`src/rtl/aes_key_pkg.sv`:
```
// AES-128 key-schedule constants, state encoding and word helpers.
// EQ_INV_KEY_EN adds the InvMixColumns transform used for equivalent-inverse-cipher keys.
package aes_key_pkg;

  localparam int unsigned AES_ROUNDS = 10;

  // Entries 0 and 11..15 are padding so a 4-bit round index always lands in range.
  localparam logic [7:0] RCON_TBL [16] = '{
    8'h00, 8'h01, 8'h02, 8'h04, 8'h08, 8'h10, 8'h20, 8'h40,
    8'h80, 8'h1b, 8'h36, 8'h00, 8'h00, 8'h00, 8'h00, 8'h00
  };

  typedef enum logic [1:0] {IDLE, EXPAND, READY, SERVE} state_e;

  function automatic logic [31:0] rot_word(input logic [31:0] w);
    return {w[23:0], w[31:24]};
  endfunction

  function automatic logic [127:0] xor_chain(input logic [127:0] k, input logic [31:0] t);
    logic [31:0] w0, w1, w2, w3;
    w0 = k[127:96] ^ t;
    w1 = k[95:64]  ^ w0;
    w2 = k[63:32]  ^ w1;
    w3 = k[31:0]   ^ w2;
    return {w0, w1, w2, w3};
  endfunction

`ifdef EQ_INV_KEY_EN
  function automatic logic [7:0] xtime(input logic [7:0] a);
    return {a[6:0], 1'b0} ^ (a[7] ? 8'h1b : 8'h00);
  endfunction

  function automatic logic [7:0] gmul(input logic [7:0] a, input logic [3:0] b);
    logic [7:0] p, x;
    p = 8'h00;
    x = a;
    for (int i = 0; i < 4; i++) begin
      if (b[i]) p = p ^ x;
      x = xtime(x);
    end
    return p;
  endfunction

  function automatic logic [31:0] inv_mix_col(input logic [31:0] c);
    logic [7:0] a0, a1, a2, a3;
    {a0, a1, a2, a3} = c;
    return {gmul(a0, 4'he) ^ gmul(a1, 4'hb) ^ gmul(a2, 4'hd) ^ gmul(a3, 4'h9),
            gmul(a0, 4'h9) ^ gmul(a1, 4'he) ^ gmul(a2, 4'hb) ^ gmul(a3, 4'hd),
            gmul(a0, 4'hd) ^ gmul(a1, 4'h9) ^ gmul(a2, 4'he) ^ gmul(a3, 4'hb),
            gmul(a0, 4'hb) ^ gmul(a1, 4'hd) ^ gmul(a2, 4'h9) ^ gmul(a3, 4'he)};
  endfunction

  function automatic logic [127:0] inv_mix_columns(input logic [127:0] k);
    return {inv_mix_col(k[127:96]), inv_mix_col(k[95:64]),
            inv_mix_col(k[63:32]), inv_mix_col(k[31:0])};
  endfunction
`endif

endpackage

```
`src/rtl/aes_sbox.sv`:
```
// AES forward S-box, single byte, purely combinational lookup.
module aes_sbox (
  input  logic [7:0] in_byte,
  output logic [7:0] out_byte
);

  localparam logic [2047:0] SBOX_TBL = {
    128'h637c777bf26b6fc53001672bfed7ab76,
    128'hca82c97dfa5947f0add4a2af9ca472c0,
    128'hb7fd9326363ff7cc34a5e5f171d83115,
    128'h04c723c31896059a071280e2eb27b275,
    128'h09832c1a1b6e5aa0523bd6b329e32f84,
    128'h53d100ed20fcb15b6acbbe394a4c58cf,
    128'hd0efaafb434d338545f9027f503c9fa8,
    128'h51a3408f929d38f5bcb6da2110fff3d2,
    128'hcd0c13ec5f974417c4a77e3d645d1973,
    128'h60814fdc222a908846eeb814de5e0bdb,
    128'he0323a0a4906245cc2d3ac629195e479,
    128'he7c8376d8dd54ea96c56f4ea657aae08,
    128'hba78252e1ca6b4c6e8dd741f4bbd8b8a,
    128'h703eb5664803f60e613557b986c11d9e,
    128'he1f8981169d98e949b1e87e9ce5528df,
    128'h8ca1890dbfe6426841992d0fb054bb16
  };

  logic [10:0] base;

  always_comb begin
    base     = {in_byte, 3'b000};
    out_byte = SBOX_TBL[11'd2047 - base -: 8];
  end

endmodule

```
`src/rtl/key_step_core.sv`:
```
// One AES-128 key-schedule step, forward (dir=0) or inverse (dir=1), through one shared SubWord.
module key_step_core
  import aes_key_pkg::*;
(
  input  logic         dir,
  input  logic [127:0] key_in,
  input  logic [7:0]   rcon,
  output logic [127:0] key_out
);

  logic [31:0] sel_w, rot_w, sub_w, t_w;

  // Inverse direction rebuilds the previous w3 (w3 ^ w2) before SubWord.
  assign sel_w = dir ? (key_in[31:0] ^ key_in[63:32]) : key_in[31:0];
  assign rot_w = rot_word(sel_w);

  for (genvar g = 0; g < 4; g++) begin : g_sbox
    aes_sbox u_sbox (
      .in_byte  (rot_w[8*g +: 8]),
      .out_byte (sub_w[8*g +: 8])
    );
  end

  assign t_w = sub_w ^ {rcon, 24'h0};

  always_comb begin
    key_out = xor_chain(key_in, t_w);
    if (dir) begin
      key_out = {key_in[127:96] ^ t_w,
                 key_in[127:96] ^ key_in[95:64],
                 key_in[95:64]  ^ key_in[63:32],
                 key_in[63:32]  ^ key_in[31:0]};
    end
  end

endmodule

```
`src/rtl/inv_round_key_gen.sv`:
```
// Decryption key schedule: expands once to round 10 (chg_key -> change_key_done in 11 cycles), then
// serves keys 10..0, one per dec_step, each visible the next cycle. Build option EQ_INV_KEY_EN.
module inv_round_key_gen
  import aes_key_pkg::*;
#(
  parameter int unsigned NUM_ROUNDS = AES_ROUNDS
) (
  input  logic         clk,
  input  logic         rst,
  input  logic         chg_key,
  input  logic [127:0] rx_key,
  input  logic         dec_start,
  input  logic         dec_step,
  output logic [127:0] dec_key,
  output logic [3:0]   dec_round,
  output logic         key_valid,
  output logic         expand_busy,
  output logic         change_key_done
);

  localparam logic [3:0] LAST_RND = 4'(NUM_ROUNDS);

  state_e       state_q, state_d;
  logic [127:0] key_q, key_d;
  logic [127:0] last_q, last_d;
  logic [3:0]   cnt_q, cnt_d;
  logic [3:0]   dec_round_q, dec_round_d;
  logic         done_q, done_d;
  logic         step_inv;
  logic [7:0]   step_rcon;
  logic [127:0] step_key;

  assign step_inv  = (state_q == SERVE);
  assign step_rcon = RCON_TBL[step_inv ? dec_round_q : cnt_q];

  key_step_core u_step (
    .dir     (step_inv),
    .key_in  (key_q),
    .rcon    (step_rcon),
    .key_out (step_key)
  );

  always_comb begin
    state_d     = state_q;
    key_d       = key_q;
    last_d      = last_q;
    cnt_d       = cnt_q;
    dec_round_d = dec_round_q;
    done_d      = 1'b0;
    if (chg_key) begin
      key_d   = rx_key;
      cnt_d   = 4'd1;
      state_d = EXPAND;
    end else begin
      case (state_q)
        EXPAND: begin
          key_d = step_key;
          cnt_d = cnt_q + 4'd1;
          if (cnt_q == LAST_RND) begin
            last_d  = step_key;
            done_d  = 1'b1;
            cnt_d   = 4'd0;
            state_d = READY;
          end
        end
        READY, SERVE: begin
          if (dec_start) begin
            key_d       = last_q;
            dec_round_d = LAST_RND;
            state_d     = SERVE;
          end else if (dec_step && state_q == SERVE) begin
            // Stepping past round 0 ends the walk; the round-0 key stays in key_q.
            if (dec_round_q != 4'd0) begin
              key_d       = step_key;
              dec_round_d = dec_round_q - 4'd1;
            end else begin
              state_d = READY;
            end
          end
        end
        default: ;
      endcase
    end
  end

  always_ff @(posedge clk) begin
    if (rst) begin
      state_q     <= IDLE;
      key_q       <= '0;
      last_q      <= '0;
      cnt_q       <= '0;
      dec_round_q <= '0;
      done_q      <= 1'b0;
    end else begin
      state_q     <= state_d;
      key_q       <= key_d;
      last_q      <= last_d;
      cnt_q       <= cnt_d;
      dec_round_q <= dec_round_d;
      done_q      <= done_d;
    end
  end

  assign key_valid       = (state_q == SERVE);
  assign expand_busy     = (state_q == EXPAND);
  assign change_key_done = done_q;
  assign dec_round       = dec_round_q;

`ifdef EQ_INV_KEY_EN
  assign dec_key = (dec_round_q != 4'd0 && dec_round_q != LAST_RND) ? inv_mix_columns(key_q) : key_q;
`else
  assign dec_key = key_q;
`endif

endmodule

```
`config.mk`:
```
export PLATFORM = sky130hd
export DESIGN_NAME = inv_round_key_gen
export DESIGN_NICKNAME = d
export VERILOG_FILES = /design/src/rtl/aes_key_pkg.sv /design/src/rtl/aes_sbox.sv /design/src/rtl/key_step_core.sv /design/src/rtl/inv_round_key_gen.sv
export SDC_FILE = /design/constraint.sdc
export NUM_CORES = 2
export LEC_CHECK = 0
export ABC_AREA = 1
export BUFFER_PORTS_ARGS = -buffer_cell sky130_fd_sc_hd__buf_2
export CAP_MARGIN = 20
export CORE_MARGIN = 5
export CORE_UTILIZATION = 48
export DETAILED_ROUTE_END_ITERATION = 8
export PLACE_DENSITY = 0.72
export SETUP_SLACK_MARGIN = 0.05
export SYNTH_ARGS = -nofsm -noshare
export SYNTH_HDL_FRONTEND = slang
export SYNTH_SLANG_ARGS = --single-unit
```
`constraint.sdc`:
```
create_clock -name clk -period 5.6 [get_ports clk]
set_input_delay 1.12 -clock clk [delete_from_list [all_inputs] [get_ports clk]]
set_output_delay 1.12 -clock clk [all_outputs]
set_load 0.05 [all_outputs]
```
==> run_results.csv <==
group,metric,value,unit
route,via_per_inst,6.150,
floorplanning,chipHeight,250.0,um
run,maxCapViolCount,0,
clock_tree,cts_resized,0,
final_layout,fin_nets,5073,
final_layout,drive_gt1_share,10.89,%
sta,fmax,213.9,MHz
power_and_ir_drop,leakagePower,15.45,nW
setup_path,cp.required,6100,ps
floorplanning,start_util,48.22,%
clock_tree,clk_latency,610,ps
setup_path,path_max_fanout,46,
setup_path,critical-path-max-stage-delay,470,ps
yosys,syn_area,27660,um2
final_layout,diodes,0,
sta,slew_viol_final,0,
yosys,syn_nets,5037,
setup_path,critPathKind,"reg2reg",
global_routing,grt_pass1_vias,31330,
clock_tree,cts_buffers,31,
global_routing,globalRoute.totalOverflow,0,
setup_path,cp_slowest_cell,"nand3_1",
clock_tree,htree_levels,1,
yosys,yosys_warnings,0,
min_path,whs_path_depth,2,
floorplanning,coreArea,57370,um2
global_routing,grt_pass1_wl,186400,um
placement,gp_congestion,1.096,
yosys,ys_ff_latch,267,
final_layout,multi_input_area,18900,um2
route,wirelength,122000,um
floorplanning,die_width,250.0,um
floorplanning,core.rowCount,88,
yosys,netlist_instances,4848,
route,drt_iter0_markers,5408,
run_status,status,"finished clean",
final_layout,final_area,29970,um2
route,drc,0,
setup_path,arrival,5170,ps
setup_path,end_kind,"flop",
setup_path,path_buf_inv,5,
floorplanning,die-area,62520,um2
global_routing,grt_start_max_net_pins,100,
yosys,synth_top_cell_by_area,"nand3_1",
setup_path,r2r_start,"state_q[1]$_SDFFE_PP0P_",
yosys,async_flop_share,0,%
clock_tree,ctsLongestPathBuffers,3,
min_path,min_to,"cnt_q[3]$_SDFFE_PP0P_",
final_layout,syn_to_final_growth,8.364,%
sta,fin_crit,4676,ps
setup_path,start_kind,"flop",
yosys,synth_edf_count,0,
route,dr_total_vias,34860,
final_layout,seqCellArea,5345,um2
sta,hold_viol,0,
clock_tree,tritoncts,"yes",
min_path,hp-start,"cnt_q[3]$_SDFFE_PP0P_",
power_and_ir_drop,power_density,345.1,nW/um2
clock_tree,cts_root_buf,"clkbuf_16",
route,ant_nets,0,
clock_tree,post_cts_buffers,0,
final_layout,nFillCells,6091,
sta,slew_headroom,31.80,%
placement,portBuffers,267,
clock_tree,cts.sinks,267,
sta,worstMarginPinSlew,1022,ps
yosys,synth.distinct_cells,50,
placement,placed_cell_area,29000,um2
floorplanning,num_io_pins,268,
sta,rsz0062_at_grt,"no",
setup_path,r2r-end,"last_q[23]$_SDFFE_PP0P_",
power_and_ir_drop,ir_drop,0.2543,mV
yosys,synth_top_area_share,20.61,%
yosys,synth.area.top_cells,"nand3_1 21%, dfxtp_1 19%, nand2_1 19%",
yosys,ys_seq_area_share,19.33,%
clock_tree,hold_buffers,0,
setup_path,reg2reg_depth,24,
yosys,postSynthAreaPerCell,5.705,um2
setup_path,cpMostUsedCell,"nand2_1",
global_routing,antenna_found_initial,2,
sta,setup_viol,0,
sta,fin_crit_sh,83.49,%
sta,tns,0,ps
route,wl_per_cell,21.52,um
power_and_ir_drop,finalPower,10.34,mW
setup_path,r2r_slack,920,ps
sta,clock_skew,9.089,ps
final_layout,fin_util,52.25,%
setup_path,path_delay_family,"simple AND/OR/NAND/NOR gates",
global_routing,track_usage,36.52,%
placement,dp_hpwl,84890,um
clock_tree,clk_pin_slew,60,ps
setup_path,path_cells,"nand2_8 > clkinv_2 > buf_4 > or2_2 > nand2_2 > ha_1 > inv_1 > nand3_1 > nand2_1 > inv_1 > nand2_1 > nand3_1 > nand3_1 > nand2_1 > nand2_1 > nand3_1 > nand2_1 > nand2_1 > nand3_2 > nand2_1 > nand2_1 > nand2_1 > o211ai_1 > inv_1",
yosys,synth-main-ff-cell,"dfxtp_1",
route,drtPass1Iterations,7,
min_path,hold_path.class,"reg2reg",
cell families after synthesis:
family,Yosys count,share of synthesized area (%)
adders and majority gates,56,2.533
AOI/OAI and AO/OA,748,15.94
DFF,267,19.33
xor gates and xnor gates,114,3.610
and+or+nand+nor,2850,45.95
buffers and inverters,813,12.65
worst max path at each step:
stage / from / end / slack [ps] / cells after the start
after floorplan: state_q[1]$_SDFFE_PP0P_ / last_q[57]$_SDFFE_PP0P_ / 2440 / 20
after global placement: state_q[1]$_SDFFE_PP0P_ / last_q[87]$_SDFFE_PP0P_ / 1030 / 22
after detailed placement: state_q[0]$_SDFFE_PP0P_ / last_q[23]$_SDFFE_PP0P_ / 1040 / 24
after CTS: state_q[1]$_SDFFE_PP0P_ / last_q[23]$_SDFFE_PP0P_ / 1020 / 24
after global routing: state_q[1]$_SDFFE_PP0P_ / last_q[23]$_SDFFE_PP0P_ / 600 / 24
final: state_q[1]$_SDFFE_PP0P_ / last_q[23]$_SDFFE_PP0P_ / 920 / 24
cell type report:
| class | instances | area share, % |
|---|---|---|
| multi-input combinational | 3768 | 63.06 |
| sequential | 267 | 17.83 |
| timing repair buffer | 339 | 6.654 |
| inverter | 477 | 6.011 |
| tap | 765 | 3.193 |
| clock buffer | 40 | 2.868 |
| clock inverter | 13 | 0.3841 |
layout by cell type, fill, tap and decap left out, types with 50 or more instances in the layout:
master and n:
a21oi_1 221, buf_2 265, buf_4 65, dfxtp_1 267, ha_1 56, inv_1 458, nand2_1 1400, nand2_2 50
nand3_1 1139, nor2_1 148, o211ai_1 79, o21ai_0 305, xnor2_1 56, xor2_1 58
state kept, by name, summed over array words and instances (netlist names):
name,flops
dec_key,128
cnt_q,4
state_q,2
change_key_done,1
dec_round,4
last_q,128
metal layers:
metal / global-route usage, % / part of all wire (%)
met1: 50.02 / 40
met3: 7.805 / 12
met4: 15.45 / 5.1
met5: 0 / 0
met2: 55.72 / 43
cells in the mapped netlist, types with 58 or more instances:
cell type	number
o211ai_1	79
dfxtp_1	267
nand3_1	1139
inv_1	460
a21oi_1	221
xor2_1	58
clkbuf_1	156
o21ai_0	305
buf_2	120
nand2_1	1400
nor2_1	151
through the flow:
step,hold slack [ps],std cells,setup WS (ps)
global placement,481.0,5616,1026
detailed placement,489.2,5616,1039
finish,497.3,5669,924.5
floorplan,468.0,4848,2445
CTS,497.3,5669,1022
global route,518.7,5669,595.5
where the power goes:
group          switching, mW  internal, mW
combinational           4.32          1.73
sequential             0.222          2.03
clock                  0.885          1.16
total                   5.42          4.92
worst register-to-register path: cells and delay by family, from the launching register on:
family,cells,cell delay (ps)
simple gates,17,2780
buf+inv,5,950
compound gates,1,120
flops,1,370
fa+ha+maj,1,350
(Power assumes the default switching activity.)
